### config.mk
export PLATFORM = sky130hd
export DESIGN_NAME = rc4_crypt_engine
export DESIGN_NICKNAME = d
export VERILOG_FILES = /design/src/rtl/rc4_pkg.sv /design/src/rtl/rc4_swap_unit.sv /design/src/rtl/rc4_crypt_engine.sv
export SDC_FILE = /design/constraint.sdc
export NUM_CORES = 1
export LEC_CHECK = 0
export CAP_MARGIN = 20
export CELL_PAD_IN_SITES_DETAIL_PLACEMENT = 1
export CELL_PAD_IN_SITES_GLOBAL_PLACEMENT = 2
export CORE_MARGIN = 2
export CORE_UTILIZATION = 35
export CTS_CLUSTER_DIAMETER = 60
export DETAILED_ROUTE_END_ITERATION = 12
export HOLD_SLACK_MARGIN = 0.08
export PLACE_DENSITY = 0.8
export SLEW_MARGIN = 20
export SYNTH_ARGS = -nofsm -noshare
export SYNTH_HDL_FRONTEND = slang
export SYNTH_SLANG_ARGS = --single-unit
### constraint.sdc
create_clock -name clk -period 10.3 [get_ports clk]
set_clock_uncertainty 0.2 [all_clocks]
set_input_delay 1.03 -clock clk [delete_from_list [all_inputs] [get_ports clk]]
set_output_delay 1.03 -clock clk [all_outputs]
set_load 0.05 [all_outputs]
### src/rtl/rc4_pkg.sv
// rtl/rc4_pkg.sv - shared state/op encodings, default sizes and key-byte select for the RC4 engine
package rc4_pkg;

    localparam int DEPTH_DEF     = 256;
    localparam int KEY_BYTES_DEF = 3;
    localparam int MSG_LEN_DEF   = 32;
    localparam int KEY_W         = 128;

    typedef enum logic [4:0] {
        IDLE, INIT,
        KSA_RD_I, KSA_WT_I, KSA_RD_J, KSA_WT_J, KSA_WR_I, KSA_WR_J,
        P_RD_I, P_WT_I, P_RD_J, P_WT_J, P_WR_I, P_WR_J,
        P_RD_F, P_WT_F, P_WR_O,
        DONE
    } rc4_state_e;

    typedef enum logic [2:0] {
        OP_NONE, OP_FILL, OP_RD_I, OP_RD_J, OP_WR_I, OP_WR_J, OP_RD_F
    } swap_op_e;

    // Byte 0 of the key is the most significant byte of the nbytes-wide key.
    function automatic logic [7:0] key_byte(input logic [KEY_W-1:0] key,
                                            input int unsigned nbytes,
                                            input int unsigned pos);
        int unsigned      sel;
        logic [KEY_W-1:0] sh;
        sel = pos % nbytes;
        sh  = key >> (8 * (nbytes - 1 - sel));
        return sh[7:0];
    endfunction

endpackage

### src/rtl/rc4_swap_unit.sv
// rtl/rc4_swap_unit.sv - S-memory port driver: fill, read S[i], read S[j], write back swapped, final lookup
module rc4_swap_unit
    import rc4_pkg::*;
#(
    parameter int AW = 8
) (
    input  logic          clk,
    input  logic          reset,
    input  swap_op_e      op,
    input  logic          j_clr,
    input  logic [AW-1:0] idx,
    input  logic [7:0]    j_add,
    input  logic [7:0]    s_rdata,
    output logic [AW-1:0] s_addr,
    output logic [7:0]    s_wdata,
    output logic          s_we
);

    logic [AW-1:0] j;
    logic [AW-1:0] j_next;
    logic [AW-1:0] f_addr;
    logic [7:0]    si;
    logic [7:0]    sj;
    logic [7:0]    f_sum;

    assign j_next = j + s_rdata[AW-1:0] + j_add[AW-1:0];
    assign f_sum  = si + sj;
    assign f_addr = f_sum[AW-1:0];

    // Outputs are registered, so each op shows up on the port one cycle after it is issued.
    always_ff @(posedge clk or posedge reset) begin
        if (reset) begin
            s_addr  <= '0;
            s_wdata <= 8'd0;
            s_we    <= 1'b0;
            j       <= '0;
            si      <= 8'd0;
            sj      <= 8'd0;
        end else begin
            case (op)
                OP_FILL: begin
                    s_addr  <= idx;
                    s_wdata <= 8'(idx);
                    s_we    <= 1'b1;
                end
                OP_RD_I: begin
                    s_addr <= idx;
                    s_we   <= 1'b0;
                end
                OP_RD_J: begin
                    si     <= s_rdata;
                    j      <= j_next;
                    s_addr <= j_next;
                    s_we   <= 1'b0;
                end
                OP_WR_I: begin
                    sj      <= s_rdata;
                    s_addr  <= idx;
                    s_wdata <= s_rdata;
                    s_we    <= 1'b1;
                end
                OP_WR_J: begin
                    s_addr  <= j;
                    s_wdata <= si;
                    s_we    <= 1'b1;
                end
                OP_RD_F: begin
                    s_addr <= f_addr;
                    s_we   <= 1'b0;
                end
                default: s_we <= 1'b0;
            endcase
            if (j_clr) begin
                j <= '0;
            end
        end
    end

endmodule

### src/rtl/rc4_crypt_engine.sv
// rtl/rc4_crypt_engine.sv - RC4 sequencer: S init, key schedule, optional keystream XOR of a ROM message
module rc4_crypt_engine
    import rc4_pkg::*;
#(
    parameter int DEPTH     = DEPTH_DEF,
    parameter int KEY_BYTES = KEY_BYTES_DEF,
    parameter int MSG_LEN   = MSG_LEN_DEF,
    parameter int AW        = $clog2(DEPTH)
) (
    input  logic                   clk,
    input  logic                   reset,
    input  logic                   start,
    input  logic                   prga_en,
    input  logic [8*KEY_BYTES-1:0] secret_key,
    output logic                   busy,
    output logic                   done,
    output logic [AW-1:0]          s_addr,
    output logic [7:0]             s_wdata,
    output logic                   s_we,
    input  logic [7:0]             s_rdata,
    output logic [7:0]             rom_addr,
    input  logic [7:0]             rom_rdata,
    output logic [7:0]             out_addr,
    output logic [7:0]             out_wdata,
    output logic                   out_we
);

    localparam logic [AW-1:0] I_LAST = AW'(DEPTH - 1);
    localparam logic [7:0]    K_LAST = 8'(MSG_LEN - 1);

    rc4_state_e             state;
    logic [AW-1:0]          i;
    logic [7:0]             k;
    logic [8*KEY_BYTES-1:0] key_q;
    logic                   prga_q;
    logic [KEY_W-1:0]       key_wide;
    logic [7:0]             kb;

    swap_op_e      op;
    logic [AW-1:0] idx;
    logic [7:0]    j_add;
    logic          j_clr;

    assign key_wide = KEY_W'(key_q);
    assign kb       = key_byte(key_wide, KEY_BYTES, 32'(i));

    always_comb begin
        op    = OP_NONE;
        idx   = i;
        j_add = 8'd0;
        j_clr = 1'b0;
        case (state)
            IDLE: if (start) begin
                op    = OP_FILL;
                idx   = '0;
                j_clr = 1'b1;
            end
            INIT: if (i != I_LAST) begin
                op  = OP_FILL;
                idx = i + AW'(1);
            end
            KSA_RD_I: op = OP_RD_I;
            KSA_RD_J: begin
                op    = OP_RD_J;
                j_add = kb;
            end
            KSA_WR_I: op = OP_WR_I;
            KSA_WR_J: begin
                op    = OP_WR_J;
                j_clr = (i == I_LAST);
            end
            // PRGA pre-increments i before reading S[i]
            P_RD_I: begin
                op  = OP_RD_I;
                idx = i + AW'(1);
            end
            P_RD_J: op = OP_RD_J;
            P_WR_I: op = OP_WR_I;
            P_WR_J: op = OP_WR_J;
            P_RD_F: op = OP_RD_F;
            default: ;
        endcase
    end

    rc4_swap_unit #(.AW(AW)) u_swap (
        .clk     (clk),
        .reset   (reset),
        .op      (op),
        .j_clr   (j_clr),
        .idx     (idx),
        .j_add   (j_add),
        .s_rdata (s_rdata),
        .s_addr  (s_addr),
        .s_wdata (s_wdata),
        .s_we    (s_we)
    );

    always_ff @(posedge clk or posedge reset) begin
        if (reset) begin
            state     <= IDLE;
            busy      <= 1'b0;
            done      <= 1'b0;
            i         <= '0;
            k         <= 8'd0;
            key_q     <= '0;
            prga_q    <= 1'b0;
            rom_addr  <= 8'd0;
            out_addr  <= 8'd0;
            out_wdata <= 8'd0;
            out_we    <= 1'b0;
        end else begin
            done   <= 1'b0;
            out_we <= 1'b0;
            case (state)
                IDLE: if (start) begin
                    state  <= INIT;
                    busy   <= 1'b1;
                    key_q  <= secret_key;
                    prga_q <= prga_en;
                    i      <= '0;
                    k      <= 8'd0;
                end
                INIT: begin
                    if (i == I_LAST) begin
                        i     <= '0;
                        state <= KSA_RD_I;
                    end else begin
                        i <= i + AW'(1);
                    end
                end
                KSA_RD_I: state <= KSA_WT_I;
                KSA_WT_I: state <= KSA_RD_J;
                KSA_RD_J: state <= KSA_WT_J;
                KSA_WT_J: state <= KSA_WR_I;
                KSA_WR_I: state <= KSA_WR_J;
                KSA_WR_J: begin
                    if (i == I_LAST) begin
                        i     <= '0;
                        k     <= 8'd0;
                        state <= prga_q ? P_RD_I : DONE;
                    end else begin
                        i     <= i + AW'(1);
                        state <= KSA_RD_I;
                    end
                end
                P_RD_I: begin
                    i     <= i + AW'(1);
                    state <= P_WT_I;
                end
                P_WT_I: state <= P_RD_J;
                P_RD_J: state <= P_WT_J;
                P_WT_J: state <= P_WR_I;
                P_WR_I: state <= P_WR_J;
                P_WR_J: state <= P_RD_F;
                P_RD_F: begin
                    rom_addr <= k;
                    state    <= P_WT_F;
                end
                P_WT_F: state <= P_WR_O;
                P_WR_O: begin
                    out_addr  <= k;
                    out_wdata <= s_rdata ^ rom_rdata;
                    out_we    <= 1'b1;
                    if (k == K_LAST) begin
                        state <= DONE;
                    end else begin
                        k     <= k + 8'd1;
                        state <= P_RD_I;
                    end
                end
                DONE: begin
                    done  <= 1'b1;
                    busy  <= 1'b0;
                    state <= IDLE;
                end
                default: state <= IDLE;
            endcase
        end
    end

endmodule

; Word level (Yosys, flattened, before mapping)
; Index checks and enable logic that the tools add are counted.
[op_classes]
addsub = 6
div = 1
n_eq_ne = 30
shift = 1
n_mux = 30
bitwise = 1
n_reduce_logical = 18
[op_table]
columns = cell, count
row1 = $pmux 8 s3, 4
row2 = $pmux 5 s17, 1
row3 = $mux 8, 9
row4 = $eq 5x4->1 const B, 8
row5 = $mod 8x2->32 const B, 1
row6 = $pmux 8 s4, 1
row7 = $shr 24x32->8, 1
row8 = $sub 2x29->29 const A, 1
row9 = $mux 5, 5
row10 = $add 8x8->8, 3
row11 = $pmux 3 s7, 1
row12 = $eq 5x3->1 const B, 4
row13 = $add 8x1->8 const B, 2
row14 = $eq 5x2->1 const B, 2
row15 = $eq 5x5->1 const B, 2
row16 = $reduce_or 2->1, 5
row17 = $eq 3x3->1 const B, 3
row18 = $reduce_bool 3->1, 3
row19 = $eq 8x5->1 const B, 1
row20 = $eq 8x8->1 const B, 1
row21 = $ne 2x2->1 const B, 4
row22 = $ne 8x8->1 const B, 1
row23 = $xor 8x8->8, 1
row24 = $mux 1, 7
row25 = other kinds (10), 16
[word_totals]
ff_bits = 114
input_bits = 44
out_inout_bits = 44
word_cells = 104

; Logic depth before layout (Yosys ltp)
; Gate-level depths: netlist (run 1).
[logic_depth]
depth_word = 7
depth_mapped = 41
ltp_nobuf = 37

; Cells and area by module
; From an unflattened synthesis (run 1), not the netlist that was laid out.
[hier_totals]
cells_unflattened = 815
hier_area_um2 = 7642.3
[modules_own_cells]
columns = mod, instances, cells_each, area_each_um2, seq_area_each_um2
row1 = rc4_crypt_engine, 1, 520, 4827.1, 1826.8
row2 = rc4_swap_unit, 1, 295, 2815.2, 1026.0

; Worst setup path before layout (run 1)
; No wires, ideal clock.
[synth_timing]
path_type = register to register
startpoint = register i[6]
endpoint = register u_swap.j[7]
setup_time_ns = 0.069
arrival_time_ns = 8.633
required_time_ns = 10.031
slack_ns = 1.398
stages_incl_launch_ff = 38
n_path_buf = 3
period_less_slack_ns = 8.902
path_cell_list = dfrtp_1 > buf_2 > clkbuf_1 > ha_1 > nand3b_1 > a311o_1 > buf_6 > a211o_1 > a31oi_4 > inv_2 > ha_1 > nor3_1 > nand2_1 > o221a_4 > a211oi_2 > xnor2_1 > ha_1 > or2_2 > [... 2 more ...] > mux2_2 > ha_1 > or4_4 > o31ai_2 > nand4_1 > and4b_4 > nor2b_4 > fa_1 > ha_1 > fa_1 > a21oi_1 > o21bai_1 > a21o_1 > a21oi_1 > xnor2_1 > nand2_1 > a31o_1 > nand3_1
[synth_via]
elab_chain_len = 7
elab_cells_between_ends = 14
classes_between = 2 x add/sub / 1 x div / 3 x eq/ne / 1 x shift / 6 x mux / 1 x reduce/logical
[synth_lines]
columns = element, line_no
row1 = from (decl), rc4_crypt_engine.sv:32  ; logic [AW-1:0] i;
row2 = from (signal assigned), rc4_crypt_engine.sv:128  ; i <= i + AW'(1);
row3 = from (signal assigned), rc4_crypt_engine.sv:142  ; i <= i + AW'(1);
row4 = from (signal assigned), rc4_crypt_engine.sv:147  ; i <= i + AW'(1);
row5 = $mod 8x2->32, rc4_pkg.sv:27  ; sel = pos % nbytes;
row6 = $sub 2x29->29, rc4_pkg.sv:28  ; sh = key >> (8 * (nbytes - 1 - sel));
row7 = $shr 24x32->8, rc4_pkg.sv:28
row8 = $mux 8, rc4_crypt_engine.sv:52  ; case (state)
row9 = $add 8x8->8, rc4_swap_unit.sv:26  ; assign j_next = j + s_rdata[AW-1:0] + j_add[AW-1:0];
row10 = $mux 8, rc4_swap_unit.sv:40  ; case (op)
row11 = $mux 8, rc4_swap_unit.sv:73  ; if (j_clr) begin
row12 = to (signal assigned), rc4_swap_unit.sv:52  ; j <= j_next;
row13 = to (decl), rc4_swap_unit.sv:19  ; logic [AW-1:0] j;
; Several ways; a longest one is shown, not always the timed one. The select of a mux whose other input is x is not followed.
; A chain may end at the register's enable or synchronous reset.

; Final worst setup path (run 1)
[layout_timing]
startpoint = register i[7]
endpoint = register u_swap.s_addr[7]
[layout_via]
elab_chain_len = 6
elab_cells_between_ends = 21
classes_between = 3 x add/sub / 1 x div / 7 x eq/ne / 1 x shift / 7 x mux / 2 x reduce/logical
[layout_lines]
columns = element, line_no
row1 = $mod 8x2->32 or $ne 8x8->1 (tied branches), "rc4_pkg.sv:27, rc4_crypt_engine.sv:58"
row2 = $sub 2x29->29 or $mux 1 (tied branches), "rc4_pkg.sv:28, rc4_crypt_engine.sv:58"
row3 = $shr 24x32->8 or $pmux 3 s7 (tied branches), "rc4_pkg.sv:28, rc4_crypt_engine.sv:52"
row4 = $mux 8 (tied with other cells), rc4_crypt_engine.sv:52
row5 = $add 8x8->8 or $reduce_or 3->1 (tied branches), n/a
row6 = $pmux 8 s4 or $reduce_bool 4->1 (tied branches), n/a
row7 = to (signal assigned), rc4_swap_unit.sv:42  ; s_addr <= idx;
row8 = to (signal assigned), rc4_swap_unit.sv:47  ; s_addr <= idx;
row9 = to (signal assigned), rc4_swap_unit.sv:53  ; s_addr <= j_next;
row10 = to (decl), rc4_swap_unit.sv:14  ; output logic [AW-1:0] s_addr,
; Several ways; a longest one is shown, not always the timed one.

==> results of run 1 <==
==> through the flow <==
stage	std cells	power, uW	util [%]	cell area, um^2	setup slack, ps
6_report	1219	1310	43.6	9070	741
5_1_grt	1219	1380	43.6	9070	69.3
4_1_cts	1218	1330	43.5	9060	554
3_5_place_dp	1187	755	40.8	8500	623
3_3_place_gp	1187	751	40.8	8500	954
2_1_floorplan	853	674	-	7380	1400
==> worst min-delay path, delay by kind of cell, from the launching register on <==
kind	cells	cell delay, ps
and+or+nand+nor	2	100
DFF	1	330
==> routing by layer <==
layer | vias to the layer above | track usage (%) | share of wire (%)
li1 | 3156 | - | -
met1 | 3197 | 31.7 | 51
met2 | 112 | 31.4 | 44
met3 | 20 | 3.52 | 3.5
met4 | 0 | 6.10 | 1.5
met5 | - | 0 | 0
==> logic make-up (layout without fill, tap and decap cells) <==
kind of cell	count (synthesis)	in the layout	share of synthesized area, %
mux	30	30	4.50
compound gates	202	202	19.1
xor+xnor	41	41	4.87
buf+inv	61	152	3.44
fa+ha+maj	31	31	6.17
simple gates	374	374	23.3
flops	114	114	38.7
==> power breakdown <==
group / internal [uW] / switching (uW)
clock network: 336 / 228
logic: 108 / 133
registers: 477 / 30.7
==> how the worst min path moves through the flow <==
stage                            startpoint                      end  slack (ps)  cells after the start
floorplan             key_q[15]$_DFFE_PP0P_    key_q[15]$_DFFE_PP0P_         240                      2
global placement       key_q[6]$_DFFE_PP0P_     key_q[6]$_DFFE_PP0P_         250                      2
detailed placement     key_q[3]$_DFFE_PP0P_     key_q[3]$_DFFE_PP0P_         260                      2
CTS                    key_q[3]$_DFFE_PP0P_     key_q[3]$_DFFE_PP0P_         280                      2
global route        out_addr[1]$_DFFE_PP0P_  out_addr[1]$_DFFE_PP0P_         310                      2
finish                 key_q[3]$_DFFE_PP0P_     key_q[3]$_DFFE_PP0P_         270                      2
==> layout by cell type, fill, tap and decap left out, drive strengths merged, types with 4 or more instances in the layout <==
cell | synthesis | layout
xnor2 | 26 | 26
inv | 22 | 24
a31oi | 8 | 8
a22oi | 11 | 11
o21bai | 5 | 5
o221ai | 4 | 4
nor2b | 11 | 11
o22ai | 4 | 4
o21a | 4 | 4
o211ai | 4 | 4
a21o | 10 | 10
dfrtp | 114 | 114
or2 | 9 | 9
o21ai | 44 | 44
xor2 | 15 | 15
fa | 9 | 9
nand3 | 18 | 18
nand4b | 4 | 4
nor2 | 72 | 72
and3 | 8 | 8
a221oi | 7 | 7
nand4 | 5 | 5
clkbuf | 26 | 18
nor3 | 13 | 13
o31ai | 8 | 8
or3 | 7 | 7
a21oi | 48 | 48
clkinv | 0 | 7
o22a | 4 | 4
nand2 | 198 | 198
nand2b | 11 | 11
clkdlybuf4s50 | 0 | 87
mux2i | 5 | 5
and2 | 7 | 7
buf | 13 | 12
a31o | 4 | 4
a211oi | 8 | 8
mux2 | 25 | 25
ha | 22 | 22
a211o | 4 | 4
==> final cells by class <==
class                           instances  area, um^2  share of cell area [%]
Multi-Input combinational cell        678        4270                    47.0
Sequential cell                       114        2860                    31.5
Clock inverter                         13         113                    1.24
Timing Repair Buffer                   99         968                    10.7
Clock buffer                           18         439                    4.84
Inverter                               22        85.1                   0.938
Tap cell                              275         344                    3.79
==> flip-flops by register name, indices dropped and copies added, names as in the netlist <==
register / flops
out_addr: 8
key_q: 24
u_swap.j: 8
i: 8
rom_addr: 8
prga_q: 1
u_swap.s_wdata: 8
u_swap.s_we: 1
busy: 1
u_swap.sj: 8
k: 8
out_we: 1
done: 1
u_swap.si: 8
u_swap.s_addr: 8
state: 5
out_wdata: 8
==> impl_metrics.ini, run 1 <==
[setup_path]
crit_slowest_cell = or4_4
critPathMaxFanout = 21
path_buf_inv = 2
startpoint_type = flip-flop
crit_family = compound AO/OA/AOI/OAI gates
endpoint = u_swap.s_addr[7]$_DFFE_PP0P_
worst_setup_path_end_kind = flip-flop
crit_required_ps = 10450
rrSetupSlack_ps = 740
setup.worst_path.start = i[7]$_DFFE_PP0P_
worstPathArrival_ps = 9710
crit_cells = 35
ff2ff_path_depth = 35
crit_type = reg -> reg
slowest_delay_ps = 550
timing.rr.end = u_swap.s_addr[7]$_DFFE_PP0P_
critical_path.most_common_cell = ha_1
r2r_start = i[7]$_DFFE_PP0P_

[logic_synthesis]
yosys.area.top_type = dfrtp_1
ys_ff_latch = 114
netlist_area_mm2 = 0.00738
synth_edf_count = 0
synth_ff_type = dfrtp_1
synth_most_common_cell = nand2_1
synth_area_per_cell_um2 = 8.65
ys_types = 78
syn-num-nets = 928
synth-seq-area-share_pct = 38.7
syn-instance-count = 853
async_flop_share_pct = 100
yosys-top-cells-count = 198 x nand2_1, 114 x dfrtp_1, 72 x nor2_1, 47 x a21oi_1, 44 x o21ai_0
yosysWarnings = 0
synth_top_area_share_pct = 38.7
synthTopCellsByArea = dfrtp_1 39%, nand2_1 10%, mux2_2 3.8%

[routing]
vias = 6485
route.detailed.drc = 0
viasPerCell = 5.32
drt_pre_antenna_iters = 4
wl_mm = 22.3
ant_nets = 0
wl_per_cell_um = 18.3
drt_iter0_markers = 397

[clocking]
clock-sinks = 114
cts_buffer_depth = 2
post-cts-setup-buffer-count = 0
htreeDepth = 4
postCtsHoldBufs = 0
numCtsBuffers = 17
cts_tree = done
clkSlewWorstSetupHoldPaths_ps = 60
root_buffer = clkbuf_16
insertion_delay_ps = 420
cts_resized = 0

[die]
rows = 53
die_w_um = 149
start_util_pct = 35.4
core_area_mm2 = 0.0208
ios = 88
floorplan.die.height_um = 149
die-area_mm2 = 0.0223

[place]
gp_congestion = 0.867
portBuffers = 87
dpl.hpwl_mm = 16.0

[power]
powerDensity_mw_per_mm2 = 145
irDropWorstVdd_v = 0.0000969
p_leak_uw = 0.00392

[sta]
period_share_pct = 92.8
finalHoldViolCount = 0
slew_headroom_pct = 44.1
finalSetupTns_ps = 0
rsz0062_at_grt = false
fmax_mhz = 105
worst_pin_slew_ps = 838
hold_slack_ps = 266
drv_slew = 0
period_needed_ps = 9560
setup_viol = 0

[layout]
antenna_cells = 0
nets = 1007
area_growth_pct = 23.0
fillers = 2497
drive_gt1_share_pct = 10.9

[grt]
grt_max_degree = 62
track_usage_pct = 21.2
grt_pass1_vias = 6732
antenna_found_initial = 0
gr-total-overflow = 0
grt_pass1_wl_mm = 36.9

[hold_path]
hold_path_class = reg -> reg

[flow_run]
cap_viol_max_count = 0

[outcome]
outcome = finished clean
No activity file was read; power rests on OpenSTA's default activity.
==> run 2: changes to the inputs <==
MAX_ROUTING_LAYER = met4   (was unset)
==> impl_metrics.ini, run 2 (synthesis results as in run 1) <==
[sta]
rsz0062_at_grt = false
period_needed_ps = 9570
finalHoldViolCount = 0
setup_viol = 0
period_share_pct = 92.9
finalSetupTns_ps = 0
fin_ws_ps = 732
worst_pin_slew_ps = 841
drv_slew = 0
slew_headroom_pct = 43.9
hold_slack_ps = 267
fmax_mhz = 105

[layout]
multi_input_area_mm2 = 0.00427
area_growth_pct = 23.0
seq_area_mm2 = 0.00286
fillers = 2497
drive_gt1_share_pct = 10.9
final_cell_mix = 198 x nand2_1, 112 x dfrtp_1, 87 x clkdlybuf4s50_1
regMostFlops = key_q
largest_reg_flops = 24
final_common_cell = nand2_1
nets = 1007
antenna_cells = 0

[die]
start_util_pct = 35.4
die-area_mm2 = 0.0223
rows = 53
core_area_mm2 = 0.0208
die_w_um = 149
ios = 88
floorplan.die.height_um = 149

[power]
p_leak_uw = 0.00392
powerDensity_mw_per_mm2 = 145
irDropWorstVdd_v = 0.0000982

[flow_run]
cap_viol_max_count = 0

[grt]
gr-total-overflow = 0
grt_pass1_wl_mm = 36.9
antenna_found_initial = 0
grt_max_degree = 62
track_usage_pct = 21.8
grt_pass1_vias = 6741

[routing]
vias = 6559
ant_nets = 0
drt_iter0_markers = 385
wl_mm = 22.3
viasPerCell = 5.38
drt_pre_antenna_iters = 5
route.detailed.drc = 0
wl_per_cell_um = 18.3

[clocking]
post-cts-setup-buffer-count = 0
insertion_delay_ps = 420
htreeDepth = 4
clock-sinks = 114
cts_tree = done
root_buffer = clkbuf_16
cts_buffer_depth = 2
clkSlewWorstSetupHoldPaths_ps = 60
numCtsBuffers = 17

[setup_path]
crit_type = reg -> reg
worstPathArrival_ps = 9720
path_buf_inv = 2
slowest_delay_ps = 550
worst_setup_path_end_kind = flip-flop
crit_family = compound AO/OA/AOI/OAI gates
critPathMaxFanout = 21
critical_path.most_common_cell = ha_1
crit_required_ps = 10450
crit_slowest_cell = or4_4
startpoint_type = flip-flop

[hold_path]
hold_path_class = reg -> reg

[place]
pre_cts_slack_ps = 623
dpl.hpwl_mm = 16.0
gp_congestion = 0.881
portBuffers = 87

[outcome]
outcome = finished clean
run 2: path summary, 6_finish.rpt:
kind                                            from                           end  slack, ps  depth (start not counted)
worst max-delay path                i[7]$_DFFE_PP0P_  u_swap.s_addr[7]$_DFFE_PP0P_        730                         35
worst min-delay path            key_q[3]$_DFFE_PP0P_          key_q[3]$_DFFE_PP0P_        270                          2
worst max register to register      i[7]$_DFFE_PP0P_  u_swap.s_addr[7]$_DFFE_PP0P_        730                         35
worst min register to register  key_q[3]$_DFFE_PP0P_          key_q[3]$_DFFE_PP0P_        270                          2
max in group asynchronous                      reset              i[7]$_DFFE_PP0P_       7670                          3
min in group asynchronous                      reset       out_addr[3]$_DFFE_PP0P_        860                          2
run 2: layout make-up:
cell class / count / share of cell area (%)
clock buffer: 18 / 4.84
tap: 275 / 3.79
timing repair buffer: 99 / 10.7
sequential: 114 / 31.5
clock inverter: 13 / 1.24
inverter: 22 / 0.938
multi-input combinational: 678 / 47.0
run 2: worst min-delay path: cells and delay by family (launching register included):
family / cells / cell delay, ps
simple gates: 2 / 100
flops: 1 / 330
run 2: per-stage QoR:
step                cells  total power [uW]  utilization (%)  area [um^2]
global route         1219              1380             43.6         9070
CTS                  1218              1330             43.5         9060
finish               1219              1320             43.6         9070
floorplan             853               674                -         7380
detailed placement   1187               755             40.8         8500
global placement     1187               751             40.8         8500
run 2: power breakdown:
group,switching (uW),internal (uW),total (uW)
clock,232,336,568
sequential,30.8,477,508
combinational,134,108,242
total,396,921,1320
run 2: metal layers:
layer | vias to the layer above | GRT usage, % | share of wire, %
li1 | 3157 | - | -
met1 | 3259 | 31.8 | 51
met2 | 121 | 31.5 | 45
met3 | 22 | 3.36 | 3.0
met4 | 0 | 6.10 | 1.5
met5 | - | - | 0
run 2: what timing repair did:
item	CTS	global route
hold buffers	0	0
gates resized for setup	0	2
endpoints found under the setup margin	0	2
==> run 3: changes to the inputs <==
RECOVER_POWER = 100   (was unset)
==> impl_metrics.ini, run 3 (synthesis results as in run 1) <==
[grt]
grt_max_degree = 62
antenna_found_initial = 0
grt_pass1_vias = 6741
gr-total-overflow = 0
track_usage_pct = 21.8
grt_pass1_wl_mm = 36.9

[setup_path]
setup.worst_path.start = i[7]$_DFFE_PP0P_
crit_type = reg -> reg
crit_slowest_cell = or4_1
critical_path.most_common_cell = ha_1
startpoint_type = flip-flop
r2r_start = i[7]$_DFFE_PP0P_
worstPathArrival_ps = 9710
crit_required_ps = 10460
rrSetupSlack_ps = 750
ff2ff_path_depth = 35
slowest_delay_ps = 550
crit_cells = 35
critPathMaxFanout = 21
crit_family = compound AO/OA/AOI/OAI gates
path_buf_inv = 2
worst_setup_path_end_kind = flip-flop
timing.rr.end = u_swap.s_addr[7]$_DFFE_PP0P_

[sta]
finalHoldViolCount = 0
rsz0062_at_grt = false
fmax_mhz = 105
period_needed_ps = 9550
finalSetupTns_ps = 0
period_share_pct = 92.7
setup_viol = 0
worst_pin_slew_ps = 3430
drv_slew = 117
slew_headroom_pct = -129

[clocking]
htreeDepth = 4
cts_tree = done
post-cts-setup-buffer-count = 0
insertion_delay_ps = 430
clock-sinks = 114
root_buffer = clkbuf_16
cts_buffer_depth = 2
clkSlewWorstSetupHoldPaths_ps = 60
numCtsBuffers = 17

[layout]
largest_reg_flops = 24
nets = 1007
area_growth_pct = 22.4
drive_gt1_share_pct = 9.53
final_cell_mix = 198 x nand2_1, 112 x dfrtp_1, 72 x nor2_1
postLayoutCoreUtil_pct = 43.4
finalNonFillerCells = 1220
regMostFlops = key_q
fillers = 2504
final_common_cell = nand2_1

[hold_path]
hold_end = out_addr[7]$_DFFE_PP0P_
hold_path_startpoint = out_addr[7]$_DFFE_PP0P_
hold_path_class = reg -> reg
min_path_cells = 2

[die]
rows = 53
ios = 88
die_w_um = 149
die-area_mm2 = 0.0223
floorplan.die.height_um = 149
start_util_pct = 35.4
core_area_mm2 = 0.0208

[routing]
route.detailed.drc = 0
wl_mm = 22.3
viasPerCell = 5.38
drt_iter0_markers = 403
ant_nets = 0
vias = 6565
wl_per_cell_um = 18.3
drt_pre_antenna_iters = 5

[place]
dpl.cell_count = 1187
portBuffers = 87
gp_congestion = 0.881
dpl.hpwl_mm = 16.0

[flow_run]
cap_viol_max_count = 2

[power]
p_leak_uw = 0.00393
irDropWorstVdd_v = 0.0000993
powerDensity_mw_per_mm2 = 145

[outcome]
violations = max-capacitance violations, max-slew violations
outcome = finished, violations left
run 3: changes by cell type in the layout (fill, tap and decap cells not counted), moves of 3 or more:
cell / previous run / this run
buf_4: 11 / 5
mux2_1: 0 / 3
mux2_2: 25 / 22
clkdlybuf4s50_1: 87 / 41
dlygate4sd3_1: 0 / 46
clkbuf_1: 0 / 7
run 3: worst max-delay path by stage:
stage                              endpoint  slack (ps)
6_report       u_swap.s_addr[7]$_DFFE_PP0P_         750
5_1_grt             u_swap.j[7]$_DFFE_PP0P_          70
4_1_cts        u_swap.s_addr[7]$_DFFE_PP0P_         550
3_5_place_dp   u_swap.s_addr[7]$_DFFE_PP0P_         620
3_3_place_gp        u_swap.j[7]$_DFFE_PP0P_         950
2_1_floorplan       u_swap.j[7]$_DFFE_PP0P_        1400
run 3: layout make-up:
class	instances	area, um^2	share of cell area (%)
diodes	1	2.50	0.0277
clock buffers	18	439	4.86
clock inverters	13	113	1.25
inverters	22	83.8	0.928
multi-input cells	678	4260	47.2
flip-flops and latches	114	2860	31.6
well taps	275	344	3.81
repair buffers	99	935	10.4
run 3: per-stage QoR:
step | area [um^2] | setup slack [ps] | hold slack [ps] | power (uW)
after CTS | 9060 | 554 | 275 | 1330
after detailed placement | 8500 | 623 | 259 | 755
after floorplan | 7380 | 1400 | 238 | 674
after global routing | 9030 | 69.7 | 310 | 1370
final | 9030 | 748 | 265 | 1310
after global placement | 8500 | 954 | 255 | 751
run 3: power by group:
part / leakage (uW) / total, uW / switching (uW) / internal (uW)
Combinational: 0.00223 / 237 / 133 / 104
Sequential: 0.00144 / 507 / 30.3 / 477
Clock: 0.000268 / 568 / 232 / 336
Total: 0.00393 / 1310 / 396 / 917
run 3: what timing repair did:
item	in CTS	in global routing
hold buffers	0	0
gates resized for setup	0	2
endpoints found under the setup margin	0	2
run 3: layer usage:
layer | wire, um | track usage [%] | up-vias | share of wire (%)
met2 | 9930 | 31.5 | 129 | 44
li1 | - | - | 3153 | -
met4 | 343 | 6.10 | 0 | 1.5
met5 | 0 | - | - | 0
met3 | 744 | 3.36 | 27 | 3.3
met1 | 11300 | 31.8 | 3256 | 51
run 3: worst reg2reg max path, delay by kind of cell (launching register included):
kind,cells,cell delay (ps)
DFF,1,530
and+or+nand+nor,11,2620
adders and majority gates,7,2330
buffers and inverters,2,290
AOI/OAI and AO/OA,12,2870
muxes,1,400
xor gates and xnor gates,2,260
